**config.mk**
```make
export PLATFORM = sky130hd
export DESIGN_NAME = fpu_fcsr
export DESIGN_NICKNAME = d
export VERILOG_FILES = /design/src/rtl/fpu_fcsr.sv
export SDC_FILE = /design/constraint.sdc
export NUM_CORES = 1
export LEC_CHECK = 0
export CORE_MARGIN = 5
export CORE_UTILIZATION = 31
export DETAILED_ROUTE_END_ITERATION = 10
export GPL_TIMING_DRIVEN = 0
export PLACE_DENSITY = 0.76
export SYNTH_ARGS = -nofsm -noshare
export SYNTH_HDL_FRONTEND = slang
export SYNTH_SLANG_ARGS = --single-unit
```
**constraint.sdc**
```tcl
create_clock -name clk_i -period 2.3 [get_ports clk_i]
set_clock_uncertainty 0.2 [all_clocks]
set_input_delay 0.46 -clock clk_i [delete_from_list [all_inputs] [get_ports clk_i]]
set_output_delay 0.46 -clock clk_i [all_outputs]
set_load 0.01 [all_outputs]
```
**src/rtl/fpu_fcsr.sv**
```systemverilog
// Floating-point CSR block: sticky fflags accrual, frm storage and a single-outstanding CSR port.
// Optional macro FPU_FCSR_TRAP_EN adds the fexc_en register (0x800) and the trap_o pulse.
module fpu_fcsr #(
    parameter int          FLAGS_W   = 5,
    parameter logic [2:0]  RESET_FRM = 3'b000
) (
    input  logic        clk_i,
    input  logic        rst_ni,
    input  logic        flags_valid_i,
    input  logic        overflow_i,
    input  logic        underflow_i,
    input  logic        invalid_i,
    input  logic        div_zero_i,
    input  logic        inexact_i,
    input  logic        csr_req_i,
    output logic        csr_ready_o,
    input  logic [11:0] csr_addr_i,
    input  logic [1:0]  csr_op_i,
    input  logic [31:0] csr_wdata_i,
    output logic        csr_rvalid_o,
    input  logic        csr_rready_i,
    output logic [31:0] csr_rdata_o,
    output logic        csr_err_o,
    output logic [4:0]  fflags_o,
    output logic [2:0]  frm_o,
    output logic        frm_illegal_o,
    output logic        trap_o,
    output logic        dbg_state_o
);

    if (FLAGS_W != 5) begin : g_bad_flags_w
        $error("fpu_fcsr: FLAGS_W must be 5");
    end

    // Handshake: a request is taken on an edge where csr_req_i && csr_ready_o;
    // the response is consumed on an edge where csr_rvalid_o && csr_rready_i.
    typedef enum logic {S_IDLE = 1'b0, S_RESP = 1'b1} state_e;

    localparam logic [1:0] OP_READ  = 2'b00;
    localparam logic [1:0] OP_WRITE = 2'b01;
    localparam logic [1:0] OP_SET   = 2'b10;
    localparam logic [1:0] OP_CLEAR = 2'b11;

    state_e             state_q, state_d;
    logic [FLAGS_W-1:0] fflags_q, fflags_d, fflags_csr, accrued;
    logic [2:0]         frm_q, frm_d;
    logic [31:0]        old_val, rdata_q;
    logic [7:0]         new_val;
    logic               err_q, addr_bad, accept, trap_q, trap_d;
    logic               unused_wdata;
`ifdef FPU_FCSR_TRAP_EN
    logic [FLAGS_W-1:0] fexc_en_q, fexc_en_d;
`endif

    assign unused_wdata = ^csr_wdata_i[31:8];

    always_comb begin
        state_d      = state_q;
        accept       = 1'b0;
        csr_ready_o  = (state_q == S_IDLE);
        csr_rvalid_o = (state_q == S_RESP);
        case (state_q)
            S_IDLE: if (csr_req_i) begin
                accept  = 1'b1;
                state_d = S_RESP;
            end
            S_RESP: if (csr_rready_i) state_d = S_IDLE;
            default: state_d = S_IDLE;
        endcase
    end

    // Old value is taken from the registers, so it never includes same-cycle accrual.
    always_comb begin
        addr_bad = 1'b0;
        old_val  = '0;
        case (csr_addr_i)
            12'h001: old_val = {{(32-FLAGS_W){1'b0}}, fflags_q};
            12'h002: old_val = {29'd0, frm_q};
            12'h003: old_val = {24'd0, frm_q, fflags_q};
`ifdef FPU_FCSR_TRAP_EN
            12'h800: old_val = {{(32-FLAGS_W){1'b0}}, fexc_en_q};
`endif
            default: addr_bad = 1'b1;
        endcase
    end

    always_comb begin
        case (csr_op_i)
            OP_WRITE: new_val = csr_wdata_i[7:0];
            OP_SET:   new_val = old_val[7:0] | csr_wdata_i[7:0];
            OP_CLEAR: new_val = old_val[7:0] & ~csr_wdata_i[7:0];
            default:  new_val = old_val[7:0];
        endcase
    end

    always_comb begin
        fflags_csr = fflags_q;
        frm_d      = frm_q;
`ifdef FPU_FCSR_TRAP_EN
        fexc_en_d  = fexc_en_q;
`endif
        if (accept && csr_op_i != OP_READ) begin
            case (csr_addr_i)
                12'h001: fflags_csr = new_val[FLAGS_W-1:0];
                12'h002: frm_d = new_val[2:0];
                12'h003: begin
                    frm_d      = new_val[7:5];
                    fflags_csr = new_val[FLAGS_W-1:0];
                end
`ifdef FPU_FCSR_TRAP_EN
                12'h800: fexc_en_d = new_val[FLAGS_W-1:0];
`endif
                default: ;
            endcase
        end
    end

    // Accrued flags are OR-ed after the CSR result so a clear cannot drop a new flag.
    assign accrued  = flags_valid_i ? {invalid_i, div_zero_i, overflow_i, underflow_i, inexact_i}
                                    : '0;
    assign fflags_d = fflags_csr | accrued;

`ifdef FPU_FCSR_TRAP_EN
    assign trap_d = |(accrued & ~fflags_q & fexc_en_q);
`else
    assign trap_d = 1'b0;
`endif

    always_ff @(posedge clk_i) begin
        if (!rst_ni) begin
            state_q  <= S_IDLE;
            fflags_q <= '0;
            frm_q    <= RESET_FRM;
            rdata_q  <= '0;
            err_q    <= 1'b0;
            trap_q   <= 1'b0;
        end else begin
            state_q  <= state_d;
            fflags_q <= fflags_d;
            frm_q    <= frm_d;
            trap_q   <= trap_d;
            if (accept) begin
                rdata_q <= addr_bad ? 32'd0 : old_val;
                err_q   <= addr_bad;
            end
        end
    end

`ifdef FPU_FCSR_TRAP_EN
    always_ff @(posedge clk_i) begin
        if (!rst_ni) fexc_en_q <= '0;
        else         fexc_en_q <= fexc_en_d;
    end
`endif

    assign csr_rdata_o   = rdata_q;
    assign csr_err_o     = err_q;
    assign fflags_o      = fflags_q;
    assign frm_o         = frm_q;
    assign frm_illegal_o = (frm_q >= 3'd5);
    assign trap_o        = trap_q;
    assign dbg_state_o   = state_q;

endmodule

```
# Yosys cells after proc, flatten, opt, wreduce, memory -nomap -nowiden
# Index checks and enable logic that the tools add are counted.
# word_totals
ff_bits,42
in_bits,56
out_inout_bits,46
wordCells,35
# op_classes
n_lt_le_gt_ge,1
n_eq_ne,6
mux,12
bitwise,5
n_reduce_logical,6
# ops
operator,n
$pmux W8 S3,2
$mux W32,1
$eq A12 B2 Y1 const B,2
$mux W5,3
$eq A12 B1 Y1 const B,1
$and A8 B8 Y8,1
$not A8 Y8,1
$or A8 B8 Y8,1
$pmux W3 S2,1
$or A5 B5 Y5,1
$eq A2 B2 Y1 const B,2
$mux W1,4
$reduce_bool A2 Y1,2
$ge A3 B3 Y1 const B,1
$reduce_or A3 Y1,1
$eq A2 B1 Y1 const B,1
$pmux W1 S2,1
$reduce_and A2 Y1,1
$reduce_or A2 Y1,1
$logic_and A1 B1 Y1,1
$not A1 Y1,1

# Longest topological paths before layout
# depth
ltp_word,7
ltp_mapped,5
mapped_depth_nobuf,4

# Least setup slack after synthesis
# OpenSTA, ideal clock, no wires.
# synth_path
path_kind,input port to flip-flop
from,input port csr_addr_i[5]
to,register frm_q[1] (netlist: frm_o[1])
setup_ns,0.088
arrival_ns,2.010
required_ns,2.012
setup_slack_ns,0.002
stages,5
path_buffers,1
cell_sequence,or4_4 -> buf_6 -> a2111o_1 -> a221o_1 -> a311oi_2
# synth_via
elab_chain_cells,5
elab_cells_between_ends,10
cone_classes,eq/ne: 3; mux: 3; bitwise: 2; reduce/logical: 2
# synth_rtl
item,line,source
start: declaration,17,"input logic [11:0] csr_addr_i,"
$eq A12 B2 Y1 / $eq A12 B1 Y1 (equally long branches),"76, 103",
$pmux W8 S3,76,case (csr_addr_i)
$and A8 B8 Y8 / $or A8 B8 Y8 (equally long branches),"91, 90",
$pmux W8 S3,88,case (csr_op_i)
$pmux W3 S2,103,case (csr_addr_i)
end signal: assignment,140,frm_q <= frm_d;
end: declaration,46,"logic [2:0] frm_q, frm_d;"
# Parallel ways exist; a longest one is shown, timed or not.
# A chain may end at the register's enable or synchronous reset.

# Worst setup path in the final report
# layout_path
from,input port csr_addr_i[3]
to,register frm_q[1] (netlist: frm_o[1])
# The elaborated chain is that of the path after synthesis.

==> flow_summary_export.csv <==
group,metric,value,unit
flow_run,cap_violations,0,
power,seq_power_share,0.418,
timing,final_max_slew_viol_count,0,
clock_tree,numCtsBuffers,3,
layout,fin_cells,296,
route,wl_per_cell,13.6,µm
grt,grt_antenna_before_repair,0,
power,total_power,788,µW
timing,setup_violations,0,
synthesis,netlist-cell-type-count,45,
floorplanning,initial_core_util,0.328,
layout,antennaDiodeCount,0,
grt,first_global_vias,1397,
synthesis,synthCells,166,
route,avgViaCountPerCell,4.88,
floorplanning,die_h,75.7,µm
power,swShare,0.282,
clock_tree,cts.path.max_buffers,2,
synthesis,yosys_register_bits,18,
synthesis,synth_area_per_cell,8.06,µm²
synthesis,yosysSeqAreaShare,0.269,
timing,timing.fmax,447,MHz
place,gp_congestion,0.908,
synthesis,yosysWarnings,0,
clock_tree,clk_pin_slew,0.06,ns
timing,finalCritPeriodShare,0.974,
critical_path,startpoint_type,"input port",
layout,fillers,409,
critical_path,endpoint_kind,"flip-flop",
critical_path,cp_max_fo,3,
power,p_clk_frac,0.279,
route,drtAntennaViolNets,0,
layout,layout.nets,304,
run_status,status,"finished clean",
timing,report.final.hold_viol_count,0,
clock_tree,clk-insertion-delay-late,0.25,ns
layout,final_util,0.518,
clock_tree,cts_tree,"done",
floorplanning,rows,23,
floorplanning,core-area,0.00409,mm²
floorplanning,die_w,75.7,µm
clock_tree,cts_root_buf,"clkbuf_8",
critical_path,critPathKind,"in -> reg",
critical_path,cp.arrival,2.21,ns
place,io_buffers,51,
synthesis,synthesis.area,0.00134,mm²
timing,rsz0062_at_grt,"no",
route,wl,4020,µm
route,drt_iter0_drc,80,
route,first_pass_iters,4,
power,cellPowerDensity,372,mW/mm²
power,combPwrFrac,0.303,
place,placedCellCount,291,
power,ir_worst_vdd,0.000223,V
route,drcViolationCount,0,
timing,fin_crit,2.24,ns
grt,grt-ovfl-total,0,
grt,grt_max_degree,11,
grt,grt_pass1_wl,6440,µm
floorplanning,io_pins,102,
clock_tree,h-tree-depth,1,
clock_tree,cts.sinks,18,
power,p_leak,0.847,nW
critical_path,cp.required,2.27,ns
layout,layout-drive-gt1-share,0.203,
grt,grt.total_usage,0.143,
floorplanning,dieArea,0.00573,mm²
layout,area_delta_synth_final,58.2,%
power,switchingPower,222,µW
power,p_int,566,µW
hold_path,hp-class,"reg -> reg",
route,vias,1445,
place,dp_hpwl,3230,µm
==> sequential cells by signal, indices dropped and copies added, names as in the netlist <==
register      flops
fflags_o          5
csr_err_o         1
csr_rvalid_o      1
csr_rdata_o       8
frm_o             3
==> cell usage in the layout, fill, tap and decap left out, types with 4 or more instances in the layout <==
cell type,count
nor2b_1,4
dlygate4sd2_1,6
conb_1,25
o21ai_0,5
inv_1,5
buf_4,29
clkdlybuf4s50_1,42
nand4_1,4
a311oi_1,4
nor2_1,7
nand2_1,15
dfxtp_1,18
nand3b_1,5
a21oi_1,9
==> timing repair <==
action | 4_1_cts | 5_1_grt
setup buffers | 2 | 2
endpoints found under the setup margin | 13 | 6
pin swaps | 5 | 6
hold buffers | 0 | 0
resized for setup | 16 | 10
==> power groups by stage <==
stage          clock network [mW]  registers, mW  logic, mW
6_report                    0.220          0.329      0.239
5_1_grt                     0.242          0.330      0.259
4_1_cts                     0.225          0.329      0.231
3_5_place_dp                    0          0.336      0.230
3_3_place_gp                    0          0.336      0.228
2_1_floorplan                   0          0.338      0.128
==> metrics by stage <==
stage	setup TNS (ns)	instance area, µm²	hold slack (ns)	setup slack (ns)
2_1_floorplan	0	1430	0.276	0.00153
3_3_place_gp	-5.97	2000	0.241	-0.498
3_5_place_dp	-6.02	2000	0.244	-0.522
4_1_cts	0	2070	0.253	0.0363
5_1_grt	0	2120	0.284	0.00156
6_report	0	2120	0.249	0.0605
==> final timing paths <==
kind                            cells past startpoint  slack, ns           start             end
worst min-delay path                                2       0.25  csr_rdata_o[5]  csr_rdata_o[5]
worst max-delay path                                5       0.06   csr_addr_i[3]        frm_o[1]
worst min register to register                      2       0.25  csr_rdata_o[5]  csr_rdata_o[5]
worst max register to register                      4       0.41        frm_o[1]        frm_o[1]
==> logic make-up (layout without fill, tap and decap cells) <==
logic type	count (synthesis)	after routing	synth area share
and+or+nand+nor	54	54	0.220
AOI/OAI and AO/OA	45	45	0.262
buffers and inverters	40	96	0.191
DFF	18	18	0.269
xor gates and xnor gates	6	6	0.0393
muxes	2	2	0.0168
other	1	25	0.00280
==> synthesized netlist by cell type (all sizes together) <==
library cell,instances,area [µm²]
clkbuf,7,26.3
o21ai,5,25.0
nor3,4,20.0
a221oi,3,26.3
a22oi,1,7.51
xor2,3,26.3
nor3b,1,7.51
a21oi,9,45.0
a22o,1,8.76
and3,1,6.26
o31a,2,17.5
nand2b,3,18.8
or4,3,26.3
nor2b,4,25.0
a221o,1,10.0
o221a,1,11.3
nand4,4,25.0
a21boi,2,15.0
o221ai,3,26.3
nand3,2,10.0
dfxtp,18,360
o21a,3,22.5
xnor2,3,26.3
mux2,2,22.5
a2111o,1,11.3
o211ai,1,7.51
inv,5,18.8
a32o,2,20.0
a2111oi,1,15.0
nor2,8,30.0
o211a,1,10.0
a31oi,2,12.5
nand2,15,56.3
buf,28,210
or2,2,12.5
a32oi,1,8.76
nor4,2,18.8
conb,1,3.75
a311oi,5,50.0
nand3b,5,37.5
==> critical path, cell delays in order <==
cell,delay [ns]
dlygate4sd2_1,0.23
or4_4,0.50
a2111o_1,0.44
a221o_1,0.39
a311oi_2,0.19
==> area by class of cell <==
class                           instances  area [µm²]  share of cell area
Tap cell                               50        62.6              0.0295
Multi-Input combinational cell        132         855               0.403
Timing Repair Buffer                   55         548               0.259
Buffer                                 33         233               0.110
Inverter                                5        18.8             0.00886
Sequential cell                        18         360               0.170
Clock buffer                            3        41.3              0.0195
==> routing by layer <==
metal / wire (µm) / GRT usage / vias up
li1: - / - / 719
met1: 1660 / 0.183 / 675
met2: 2040 / 0.249 / 48
met3: 307 / 0.0369 / 3
met4: 13 / 0.0194 / 0
met5: 0 / 0 / -
Power figures use the tool's default switching activity.
